[src/rtl/bsg_vanilla_int_wb_arbiter.sv]
// Integer register-file write-port arbiter for the vanilla core: pipeline writeback,
// remote load responses (formatted here) and iterative divider results share one port.
package bsg_vanilla_int_wb_arbiter_pkg;
    localparam int int_data_width_gp     = 32;
    localparam int int_reg_addr_width_gp = 5;

    typedef struct packed {
        logic                             float_wb;
        logic [int_reg_addr_width_gp-1:0] reg_id;
        logic [1:0]                       part_sel;
        logic                             is_byte_op;
        logic                             is_hex_op;
        logic                             is_unsigned_op;
        logic [int_data_width_gp-1:0]     data;
    } remote_load_resp_s;
endpackage

module bsg_vanilla_int_wb_arbiter
    import bsg_vanilla_int_wb_arbiter_pkg::*;
#(
    parameter int data_width_p     = int_data_width_gp,
    parameter int reg_addr_width_p = int_reg_addr_width_gp,
    parameter int starve_limit_p   = 4
) (
    input  logic                        clk_i,
    input  logic                        reset_i,

    input  logic                        pipe_wb_v_i,
    input  logic [reg_addr_width_p-1:0] pipe_wb_addr_i,
    input  logic [data_width_p-1:0]     pipe_wb_data_i,

    input  logic                        remote_v_i,
    input  remote_load_resp_s           remote_resp_i,
    output logic                        remote_ready_o,

    input  logic                        idiv_v_i,
    input  logic [reg_addr_width_p-1:0] idiv_addr_i,
    input  logic [data_width_p-1:0]     idiv_data_i,
    output logic                        idiv_yumi_o,

    output logic                        rf_w_v_o,
    output logic [reg_addr_width_p-1:0] rf_w_addr_o,
    output logic [data_width_p-1:0]     rf_w_data_o,

    output logic                        clear_sb_v_o,
    output logic [reg_addr_width_p-1:0] clear_sb_addr_o,

    output logic                        stall_pipe_wb_o
);

    localparam int cnt_w = $clog2(starve_limit_p + 1);
    localparam logic [cnt_w-1:0] limit_c = cnt_w'(starve_limit_p);

    typedef enum logic { RR_REMOTE, RR_IDIV } rr_e;

    // One-entry remote response buffer
    logic                        buf_v_q;
    logic [reg_addr_width_p-1:0] buf_reg_q;
    logic [1:0]                  buf_part_q;
    logic                        buf_byte_q;
    logic                        buf_hex_q;
    logic                        buf_uns_q;
    logic [data_width_p-1:0]     buf_data_q;

    rr_e                         rr_q;
    logic [cnt_w-1:0]            cnt_q;
    logic [cnt_w-1:0]            cnt_next;
    logic                        stall_q;

    logic pipe_sel, remote_req, idiv_req;
    logic grant_remote, grant_idiv, np_grant;
    logic [7:0]              byte_sel;
    logic [15:0]             hex_sel;
    logic [data_width_p-1:0] remote_data;

    // Every request is masked during reset so all outputs read 0 while it is held.
    assign pipe_sel   = pipe_wb_v_i & ~reset_i;
    assign remote_req = buf_v_q     & ~reset_i;
    assign idiv_req   = idiv_v_i    & ~reset_i;

    always_comb begin
        grant_remote = 1'b0;
        grant_idiv   = 1'b0;
        if (!pipe_sel) begin
            if (remote_req && idiv_req) begin
                grant_remote = (rr_q == RR_REMOTE);
                grant_idiv   = (rr_q == RR_IDIV);
            end else begin
                grant_remote = remote_req;
                grant_idiv   = idiv_req;
            end
        end
    end

    assign np_grant       = grant_remote | grant_idiv;
    assign remote_ready_o = ~reset_i & (~buf_v_q | grant_remote);
    assign idiv_yumi_o    = grant_idiv;
    assign stall_pipe_wb_o = stall_q & ~reset_i;

    // Load formatting happens at drain time, from the buffered copy.
    always_comb begin
        byte_sel = buf_data_q[{buf_part_q, 3'b000} +: 8];
        hex_sel  = buf_data_q[{buf_part_q[1], 4'b0000} +: 16];
        if (buf_byte_q)
            remote_data = {{(data_width_p-8){byte_sel[7] & ~buf_uns_q}}, byte_sel};
        else if (buf_hex_q)
            remote_data = {{(data_width_p-16){hex_sel[15] & ~buf_uns_q}}, hex_sel};
        else
            remote_data = buf_data_q;
    end

    // NOTE: every output gets a default first so no path through the block infers a latch.
    always_comb begin
        rf_w_v_o        = 1'b0;
        rf_w_addr_o     = '0;
        rf_w_data_o     = '0;
        clear_sb_v_o    = 1'b0;
        clear_sb_addr_o = '0;
        if (pipe_sel) begin
            rf_w_v_o    = (pipe_wb_addr_i != '0);
            rf_w_addr_o = pipe_wb_addr_i;
            rf_w_data_o = pipe_wb_data_i;
        end else if (grant_remote) begin
            rf_w_v_o        = (buf_reg_q != '0);
            rf_w_addr_o     = buf_reg_q;
            rf_w_data_o     = remote_data;
            clear_sb_v_o    = 1'b1;
            clear_sb_addr_o = buf_reg_q;
        end else if (grant_idiv) begin
            rf_w_v_o        = (idiv_addr_i != '0);
            rf_w_addr_o     = idiv_addr_i;
            rf_w_data_o     = idiv_data_i;
            clear_sb_v_o    = 1'b1;
            clear_sb_addr_o = idiv_addr_i;
        end
    end

    always_comb begin
        cnt_next = cnt_q;
        if (np_grant)
            cnt_next = '0;
        else if (remote_req || idiv_req)
            cnt_next = (cnt_q == limit_c) ? cnt_q : cnt_q + 1'b1;
    end

    // NOTE: state registers use non-blocking assignments so every flop samples pre-edge values.
    always_ff @(posedge clk_i) begin
        if (reset_i) begin
            buf_v_q <= 1'b0;
            rr_q    <= RR_REMOTE;
            cnt_q   <= '0;
            stall_q <= 1'b0;
        end else begin
            if (remote_ready_o)
                buf_v_q <= remote_v_i;
            if (grant_remote)
                rr_q <= RR_IDIV;
            else if (grant_idiv)
                rr_q <= RR_REMOTE;
            cnt_q   <= cnt_next;
            stall_q <= (cnt_next >= limit_c);
        end
    end

    // NOTE: buffer payload is not reset; buf_v_q alone qualifies it.
    always_ff @(posedge clk_i) begin
        if (remote_v_i && remote_ready_o) begin
            buf_reg_q  <= remote_resp_i.reg_id;
            buf_part_q <= remote_resp_i.part_sel;
            buf_byte_q <= remote_resp_i.is_byte_op;
            buf_hex_q  <= remote_resp_i.is_hex_op;
            buf_uns_q  <= remote_resp_i.is_unsigned_op;
            buf_data_q <= remote_resp_i.data;
        end
    end

    a_pipe_honours_stall: assert property (@(posedge clk_i) disable iff (reset_i)
        stall_pipe_wb_o |-> !pipe_wb_v_i);
    a_no_float_remote: assert property (@(posedge clk_i) disable iff (reset_i)
        remote_v_i |-> !remote_resp_i.float_wb);
    a_idiv_hold: assert property (@(posedge clk_i) disable iff (reset_i)
        (idiv_v_i && !idiv_yumi_o) |=> (idiv_v_i && $stable(idiv_addr_i) && $stable(idiv_data_i)));

endmodule

[config.mk]
export PLATFORM = sky130hd
export DESIGN_NAME = bsg_vanilla_int_wb_arbiter
export DESIGN_NICKNAME = d
export VERILOG_FILES = /design/src/rtl/bsg_vanilla_int_wb_arbiter.sv
export SDC_FILE = /design/constraint.sdc
export NUM_CORES = 1
export LEC_CHECK = 0
export CAP_MARGIN = 40
export CELL_PAD_IN_SITES_DETAIL_PLACEMENT = 0
export CELL_PAD_IN_SITES_GLOBAL_PLACEMENT = 2
export CORE_ASPECT_RATIO = 0.6
export CORE_MARGIN = 4
export CORE_UTILIZATION = 39
export DETAILED_ROUTE_END_ITERATION = 12
export DONT_BUFFER_PORTS = 1
export PLACE_DENSITY_LB_ADDON = 0.05
export SYNTH_ARGS = -nofsm -noshare
export SYNTH_HDL_FRONTEND = slang
export SYNTH_SLANG_ARGS = --single-unit
[constraint.sdc]
create_clock -name clk_i -period 6.5 [get_ports clk_i]
set_clock_uncertainty 0.1 [all_clocks]
set_input_delay 1.625 -clock clk_i [delete_from_list [all_inputs] [get_ports clk_i]]
set_output_delay 1.625 -clock clk_i [all_outputs]
set_load 0.005 [all_outputs]
; ---- After elaboration in Yosys (flattened, before gate mapping)
; Cells that the tools add are included.
[word_totals]
elab_cells = 59
regBits = 48
[op_classes]
muxes = 24
magnitude_cmp = 1
shifts = 2
addsub = 1
n_reduce_logical = 7
bitwise = 13
eq_ne = 1
[ops]
columns = operator, count
row1 = two-way mux 32 bit, 5
row2 = indexed part select 32 x 6 -> 16 bit, 1
row3 = indexed part select 32 x 6 -> 8 bit, 1
row4 = two-way mux 5 bit, 4
row5 = nonzero test 5 bit, 3
row6 = two-way mux 1 bit, 12
row7 = two-way mux 3 bit, 3
row8 = bitwise AND 1 bit, 7
row9 = NOT 1 bit, 4
row10 = adder 3 x 1 -> 3 bit (second input constant), 1
row11 = == test 3 bit (second input constant), 1
row12 = >= comparator 3 bit (second input constant), 1
row13 = logical AND 1 bit, 2
row14 = bitwise OR 1 bit, 2
row15 = nonzero test 2 bit, 1
row16 = logical OR 1 bit, 1

; ---- Depth between registers and ports, before layout
; Gate-level depths: netlist of the first run.
[depth]
ltp_word = 8
mapped_depth = 7

; ---- Worst setup path after synthesis of the first run
; OpenSTA, ideal clock, no wires.
[synth_path]
path_kind = input to output
startpoint = in reset_i
endpoint = out rf_w_data_o[21]
path_buffers = 3
arrival_ns = 2.724
stages = 7
required_time_ns = 4.775
setup_slack_ns = 2.051
path_cell_list = buf_6 > nor2_4 > nand3_2 > or3_1 > clkbuf_1 > buf_4 > o211ai_2
[synth_between]
elab_chain_len = 8
[synth_lines]
columns = element, line
row1 = "start, declared", 26  ; input logic reset_i,
row2 = NOT 1 bit *, "77, 78, 79"
row3 = "bitwise AND 1 bit, on equally long branches", "78, 79"
row4 = logical AND 1 bit, 85  ; if (remote_req && idiv_req) begin
row5 = two-way mux 1 bit, 85
row6 = two-way mux 1 bit, 84  ; if (!pipe_sel) begin
row7 = two-way mux 32 bit, 129  ; end else if (grant_idiv) begin
row8 = two-way mux 32 bit, 123  ; end else if (grant_remote) begin
row9 = two-way mux 32 bit *, 119  ; if (pipe_sel) begin
row10 = "end, declared", 43  ; output logic [data_width_p-1:0] rf_w_data_o,
; Every way passes the cells marked *; elsewhere a longest branch is shown, timed or not.

; ---- Final worst setup path of the first run
[layout_path]
startpoint = in pipe_wb_v_i
endpoint = out rf_w_data_o[19]
[layout_between]
elab_chain_len = 5
[layout_lines]
columns = element, line
row1 = "start, declared", 28  ; input logic pipe_wb_v_i,
row2 = bitwise AND 1 bit *, 77  ; assign pipe_sel = pipe_wb_v_i & ~reset_i;
row3 = two-way mux 1 bit, 84
row4 = two-way mux 32 bit, 129
row5 = two-way mux 32 bit, 123
row6 = two-way mux 32 bit *, 119
; Marked as above.

==> flow_summary.yaml, run 1 <==
die:
  die_area_um2: 9290
  ios: 169
  std_cell_rows: 24
  initial_core_util_pct: 40.8
  die_x_um: 122
  core_um2: 7420
  fp.dieH_um: 76.3
cells_and_area:
  drive_above_1_share_pct: 15.8
  syn_to_final_growth_pct: 6.94
  final_net_count: 389
  num-fill-cells: 702
  diodes: 0
  instances_no_fill: 370
worst_setup_path:
  arrival_ps: 3390
  worst-path-buf-inv: 0
  crit_path_top_delay_cell: "or3_1"
  cp.required_ps: 4780
  worstPathMaxFanout: 22
  end_kind: "output pin"
  crit_type: "input pin to output pin"
  reg2regPathDepth: 4
  path_cells: "nor2_4, nand3_2, or3_1, o211ai_1"
  endpoint: "rf_w_data_o[19]"
  critPathLaunchType: "input pin"
  startpoint: "pipe_wb_v_i"
  slowest_delay_ps: 820
  r2r-start: "buf_v_q"
  timing.rr.end: "buf_data_q[27]"
  cp.depth: 4
  crit_family: "simple AND/OR/NAND/NOR gates"
  r2r_setup_slack_ps: 4010
clocking:
  clock_path_buffers: 2
  holdBufCountCts: 0
  cts_tree: "done"
  cts_resized: 0
  cts_buffers: 5
  cts-root-buf: "clkbuf_16"
  postCtsSetupRepairBufs: 0
  cts_num_sinks: 47
  clock_latency_ps: 290
  htreeDepth: 2
  clkSlewWorstSetupHoldPaths_ps: 70
routing:
  finalWirelength_um: 8590
  drtPass1Iterations: 4
  avgViaCountPerCell: 5.99
  antenna_left: 0
  drtIter0Drc: 149
  num_vias: 2217
  wl_per_cell_um: 23.2
  drc_errors: 0
timing:
  layout_min_cycle_time_ps: 5110
  finalHoldViolCount: 0
  finalSetupTns_ps: 0
  setup_violations: 0
  slew_headroom_pct: 43.9
  setup_slack_ps: 1390
  tightest_slew_ps: 840
  hold_slack_ps: 411
  finalMaxSlewViolations: 0
  period_share_pct: 78.7
  clock.fmax_ghz: 0.196
  rsz0062_at_grt: "false"
yosys:
  async_flop_share_pct: 0
  synth_ff_type: "edfxtp_1"
  syn-num-nets: 399
  synth_seq_cells: 47
  avgSynthCellArea_um2: 11.0
  synth_enable_flop_cells: 42
  synth_warnings: 0
  synth_largest_area_cell: "edfxtp_1"
  syn-cell-area_um2: 3030
  seq_area_frac_synth_pct: 44.9
  synthCells: 275
  synth_top_cell_area_share_pct: 41.6
  synthTopCellsByArea: "edfxtp_1 42%, mux4_2 5.2%, mux2i_1 4.6%"
  ys_types: 48
grt:
  overflow: 0
  grt_pass1_wl_um: 12900
  antenna_found_initial: 0
  grt_usage_pct: 18.2
  first_global_vias: 2225
  grt_max_degree: 26
pwr:
  design_power_total_uw: 697
  power_density_nw_per_um2: 215
  p_leak_uw: 0.00118
  irDropWorstVdd_uv: 132
min_path:
  hold_start: "cnt_q[0]"
  hold_class: "flip-flop to flip-flop"
placement:
  io_buffers: 0
  gp_congestion: 0.741
  place_ws_ps: 1380
  dp_hpwl_um: 6580
  dp_cells: 361
flow_run:
  maxCapViolCount: 0
status:
  outcome: "finished clean"
## layout make-up
cell class	count	area, um2	share of cell area (%)
tap	104	130	4.02
timing repair buffer	4	50.0	1.54
clock buffer	5	125	3.86
inverter	22	82.6	2.55
multi-input combinational	185	1470	45.3
sequential	47	1360	42.0
clock inverter	3	22.5	0.695
## worst reg2reg max path, stage by stage (launching register included)
cell	delay (ps)
dfxtp_1	470
nand3_2	470
a21oi_1	390
and2_2	510
buf_12	240
## flip-flops by register name, indices dropped and copies added, names as in the netlist
register / flops
buf_data_q: 32
buf_reg_q: 5
cnt_q: 3
buf_part_q: 2
buf_byte_q: 1
buf_hex_q: 1
buf_uns_q: 1
buf_v_q: 1
rr_q: 1
## Yosys cell counts (all sizes together) (2+ instances only)
cell type and number:
a211oi 16, a21oi 14, a221o 7, a222oi 2
a22o 2, a22oi 16, and3 3, buf 16
clkbuf 5, dfxtp 5, edfxtp 42, ha 2
inv 22, mux2 10, mux2i 14, mux4 7
nand2 17, nand2b 3, nand3 3, nor2 19
nor2b 2, o211ai 15, o21ai 16, or4 3
## worst min-delay path by stage
| stage | endpoint | slack, ps | cells past startpoint |
|---|---|---|---|
| 2_1_floorplan | rr_q | 360 | 1 |
| 3_5_place_dp | rr_q | 400 | 1 |
| 6_report | cnt_q[0] | 410 | 2 |
| 5_1_grt | rr_q | 440 | 1 |
| 3_3_place_gp | rr_q | 390 | 1 |
| 4_1_cts | rr_q | 410 | 1 |
## layout by cell type (no fill, tap or decap), drive strengths merged, types with 4 or more instances in the layout
master / instances
edfxtp: 42
inv: 23
nor2: 19
nand2: 17
a22oi: 16
a211oi: 16
o21ai: 16
o211ai: 15
a21oi: 14
mux2i: 14
mux2: 10
mux4: 7
a221o: 7
dfxtp: 5
clkbuf: 5
buf: 4
## routing by layer
metal | global-route usage, % | part of all wire [%] | vias up
met5 | 0 | 0 | -
met4 | 4.25 | 0.78 | 0
met3 | 6.16 | 7.5 | 4
met2 | 26.4 | 43 | 101
met1 | 26.3 | 49 | 1059
li1 | - | - | 1053
## power breakdown
group	switching [uW]	internal, uW	leakage [uW]
clock	115	144	0.0000742
sequential	11.6	344	0.000430
combinational	47.5	35.1	0.000675
total	174	523	0.00118
## cells by family (layout without fill, tap and decap cells)
kind of cell | after synthesis | in the layout | share of synthesized area (%)
compound gates | 95 | 95 | 24.4
fa+ha+maj | 2 | 2 | 0.826
buf+inv | 43 | 34 | 6.73
flops | 47 | 47 | 44.9
mux | 31 | 31 | 13.5
simple gates | 57 | 57 | 9.58
## through the flow
step | instance area (um2) | utilization, %
2_1_floorplan | 3030 | -
3_3_place_gp | 3060 | 41.2
3_5_place_dp | 3080 | 41.5
4_1_cts | 3220 | 43.5
5_1_grt | 3240 | 43.7
6_report | 3240 | 43.7
(Power assumes the default switching activity.)
==> run 2: changes to the inputs <==
Settings changed: CORE_UTILIZATION 39 to 37.
Clock period 6.5 ns to 5.3 ns, I/O delays scaled along.
==> flow_summary.yaml, run 2 (same netlist as run 1, synthesis figures left out) <==
timing:
  finalMaxSlewViolations: 0
  slew_headroom_pct: 42.8
  period_share_pct: 76.2
  layout_min_cycle_time_ps: 4040
  setup_slack_ps: 1260
  setup_violations: 0
  hold_slack_ps: 407
  clock.fmax_ghz: 0.248
  rsz0062_at_grt: "false"
  tightest_slew_ps: 857
  finalSetupTns_ps: 0
  finalHoldViolCount: 0
routing:
  finalWirelength_um: 8690
  antenna_left: 0
  drtIter0Drc: 155
  highest_layer: "met4"
  wl_met2_um: 3640
  drtPass1Iterations: 4
  avgViaCountPerCell: 5.94
  wl_per_cell_um: 23.2
  m1WireLength_um: 4320
  drc_errors: 0
  num_vias: 2228
  met3WireLength_um: 626
cells_and_area:
  final_common_cell: "edfxtp_1"
  layout_common_cells: "42 x edfxtp_1, 21 x inv_1, 17 x nor2_1"
  syn_to_final_growth_pct: 8.26
  drive_above_1_share_pct: 15.4
  fin_util_pct: 41.4
  instances_no_fill: 375
  top_regs: "buf_data_q (32), buf_reg_q (5), cnt_q (3)"
  diodes: 0
  largest_register_ffs: 32
  final_net_count: 390
  top_register: "buf_data_q"
clocking:
  cts-root-buf: "clkbuf_16"
  htreeDepth: 2
  clock_path_buffers: 2
  clock_latency_ps: 280
  cts_tree: "done"
  cts_resized: 0
  cts_buffers: 5
  holdBufCountCts: 0
  cts_num_sinks: 47
  clkSlewWorstSetupHoldPaths_ps: 60
  postCtsSetupRepairBufs: 0
die:
  die_area_um2: 9750
  initial_core_util_pct: 38.3
  ios: 169
  fp.dieH_um: 78.1
  die_x_um: 125
  core_um2: 7910
  std_cell_rows: 25
min_path:
  hold_class: "flip-flop to flip-flop"
worst_setup_path:
  critPathLaunchType: "input pin"
  arrival_ps: 2610
  cp.required_ps: 3880
  worstPathMaxFanout: 21
  crit_type: "input pin to output pin"
  slowest_delay_ps: 610
  path_cells: "nand2_1, nand3_2, buf_4, a211o_1, o211ai_1"
  end_kind: "output pin"
  crit_path_top_delay_cell: "a211o_1"
placement:
  dp_cells: 367
  gp_congestion: 0.756
  dp_hpwl_um: 6720
  place_ws_ps: 1240
  io_buffers: 0
pwr:
  irDropWorstVdd_uv: 166
  p_leak_uw: 0.00119
  power_density_nw_per_um2: 266
grt:
  first_global_vias: 2148
  grt_max_degree: 26
  antenna_found_initial: 0
  overflow: 0
  grt_pass1_wl_um: 13200
  grt_usage_pct: 17.3
flow_run:
  maxCapViolCount: 0
status:
  outcome: "finished clean"
## run 2: cell count changes in the layout (fill, tap and decap cells not counted)
cell | previous run | this run
clkinv_2 | 1 | 0
buf_8 | 1 | 0
nor2_4 | 1 | 2
clkbuf_16 | 5 | 6
inv_6 | 1 | 0
clkbuf_1 | 0 | 2
buf_4 | 2 | 3
buf_16 | 0 | 1
clkinv_4 | 1 | 0
nor2_2 | 1 | 0
## run 2: worst max-delay path, delay by kind of cell
family	cells	cell delay, ps
buffers and inverters	1	270
AO/OA/AOI/OAI	2	860
AND/OR/NAND/NOR	2	140
## run 2: final cells by class
class	instances	area, um2
clock buffers	8	158
flip-flops and latches	47	1360
multi-input cells	185	1470
well taps	108	135
repair buffers	5	70.1
fillers	763	4630
inverters	22	82.6
## run 2: final timing paths
kind,cells past startpoint,start,end,slack [ps]
max,5,idiv_v_i,rf_w_data_o[20],1260
min,2,cnt_q[0],cnt_q[0],410
max reg2reg,5,buf_v_q,buf_data_q[7],3090
min reg2reg,2,cnt_q[0],cnt_q[0],410
## run 2: layer usage
metal,up-vias,GRT usage (%)
met3,9,5.78
li1,1051,-
met4,0,3.46
met5,-,0
met2,105,23.7
met1,1063,26.5
## run 2: stage by stage
| step | total power [uW] | instance area, um2 |
|---|---|---|
| after global placement | 545 | 3070 |
| after global routing | 918 | 3280 |
| final | 874 | 3280 |
| after detailed placement | 548 | 3120 |
| after CTS | 881 | 3280 |
| after floorplan | 523 | 3030 |
## run 2: power by group
group	leakage, uW	switching, uW	internal (uW)
clock network	0.0000763	131	204
registers	0.000430	13.9	422
logic	0.000685	58.9	44.4
==> run 3: changes to the inputs <==
Settings changed: CORE_UTILIZATION 37 to 33.
Clock period 5.3 ns to 3.5 ns, I/O delays scaled along.
==> flow_summary.yaml, run 3 (same netlist as run 1, synthesis figures left out) <==
routing:
  drtIter0Drc: 102
  num_vias: 2226
  wl_per_cell_um: 23.5
  antenna_left: 0
  drc_errors: 0
  finalWirelength_um: 9000
  avgViaCountPerCell: 5.81
  drtPass1Iterations: 4
cells_and_area:
  largest_register_ffs: 32
  final_common_cell: "edfxtp_1"
  top_register: "buf_data_q"
  layout_common_cells: "42 x edfxtp_1, 21 x inv_1, 17 x nor2_1"
  seq_area_um2: 1360
  final_net_count: 394
  drive_above_1_share_pct: 17.0
  instances_no_fill: 383
  diodes: 0
  multi_input_area_um2: 1470
  syn_to_final_growth_pct: 8.80
  top_regs: "buf_data_q (32), buf_reg_q (5), cnt_q (3)"
  num-fill-cells: 864
  fin_util_pct: 37.8
  finalInstanceArea_um2: 3300
timing:
  clock.fmax_ghz: 0.316
  tightest_slew_ps: 813
  setup_slack_ps: 334
  finalMaxSlewViolations: 0
  period_share_pct: 90.5
  slew_headroom_pct: 45.8
  finalHoldViolCount: 0
  setup_violations: 0
  finalSetupTns_ps: 0
  rsz0062_at_grt: "false"
  layout_min_cycle_time_ps: 3170
grt:
  first_global_vias: 2172
  antenna_found_initial: 0
  overflow: 0
  grt_usage_pct: 15.9
  grt_max_degree: 30
  grt_pass1_wl_um: 13100
placement:
  dp_cells: 375
  place_ws_ps: 339
  io_buffers: 0
  dp_hpwl_um: 6990
  dpl_cell_area_um2: 3150
  gp_congestion: 0.727
worst_setup_path:
  end_kind: "output pin"
  worst-path-buf-inv: 0
  arrival_ps: 2190
  r2r_setup_slack_ps: 1320
  worstPathMaxFanout: 15
  cp.required_ps: 2520
  crit_family: "compound AO/OA/AOI/OAI gates"
  critPathLaunchType: "flip-flop"
  crit_path_top_delay_cell: "a211o_1"
  slowest_delay_ps: 590
  crit_type: "flip-flop to output pin"
  path_cells: "mux2i_1, o22a_1, a211o_1, o211ai_1"
flow_run:
  maxCapViolCount: 0
clocking:
  htreeDepth: 2
  cts_tree: "done"
  cts_buffers: 5
  postCtsSetupRepairBufs: 0
  clock_latency_ps: 290
  cts_resized: 0
  cts-root-buf: "clkbuf_16"
  cts_num_sinks: 47
  holdBufCountCts: 0
  clock_path_buffers: 2
  clkSlewWorstSetupHoldPaths_ps: 70
die:
  die_area_um2: 10800
  ios: 169
  std_cell_rows: 26
  initial_core_util_pct: 34.7
  fp.dieH_um: 82.2
  die_x_um: 132
  core_um2: 8720
pwr:
  p_leak_uw: 0.00120
  irDropWorstVdd_uv: 212
  power_density_nw_per_um2: 395
min_path:
  hold_class: "flip-flop to flip-flop"
status:
  outcome: "finished clean"
==> run 3: changes by cell type in the layout (fill, tap and decap cells not counted), sizes merged <==
cell | before | now
buf | 5 | 9
clkbuf | 8 | 6
clkinv | 0 | 2
==> run 3: where the power goes <==
group / internal, uW / switching (uW)
logic: 68.4 / 93.9
registers: 639 / 18.1
clock network: 268 / 213
total: 975 / 325
==> run 3: final timing paths <==
path	start	end	depth (start not counted)
min reg2reg	rr_q	rr_q	1
min	rr_q	rr_q	1
max reg2reg	buf_v_q	buf_hex_q	5
max	buf_part_q[0]	rf_w_data_o[20]	4
==> run 3: metal layers <==
| layer | track usage [%] | share of wire [%] | vias up |
|---|---|---|---|
| met1 | 22.6 | 49 | 1065 |
| met5 | 0 | 0 | - |
| li1 | - | - | 1065 |
| met2 | 23.5 | 43 | 89 |
| met4 | 3.14 | 0.63 | 0 |
| met3 | 5.63 | 7.1 | 7 |
==> run 3: stage by stage <==
stage	total power, uW	hold WS, ps
5_1_grt	1370	444
2_1_floorplan	793	360
6_report	1300	394
3_5_place_dp	834	388
4_1_cts	1320	398
3_3_place_gp	835	395
==> run 3: cell type report <==
class | count | area share [%]
clock inverters | 2 | 0.532
clock buffers | 6 | 3.91
flip-flops and latches | 47 | 41.3
inverters | 22 | 2.51
well taps | 112 | 4.25
multi-input cells | 185 | 44.7
repair buffers | 9 | 2.81
==> run 3: worst reg2reg max path, stage by stage, from the launching register on <==
cell	delay [ps]
dfxtp_1	470
nand3_2	100
buf_4	230
a21oi_1	250
and2_2	450
buf_12	270
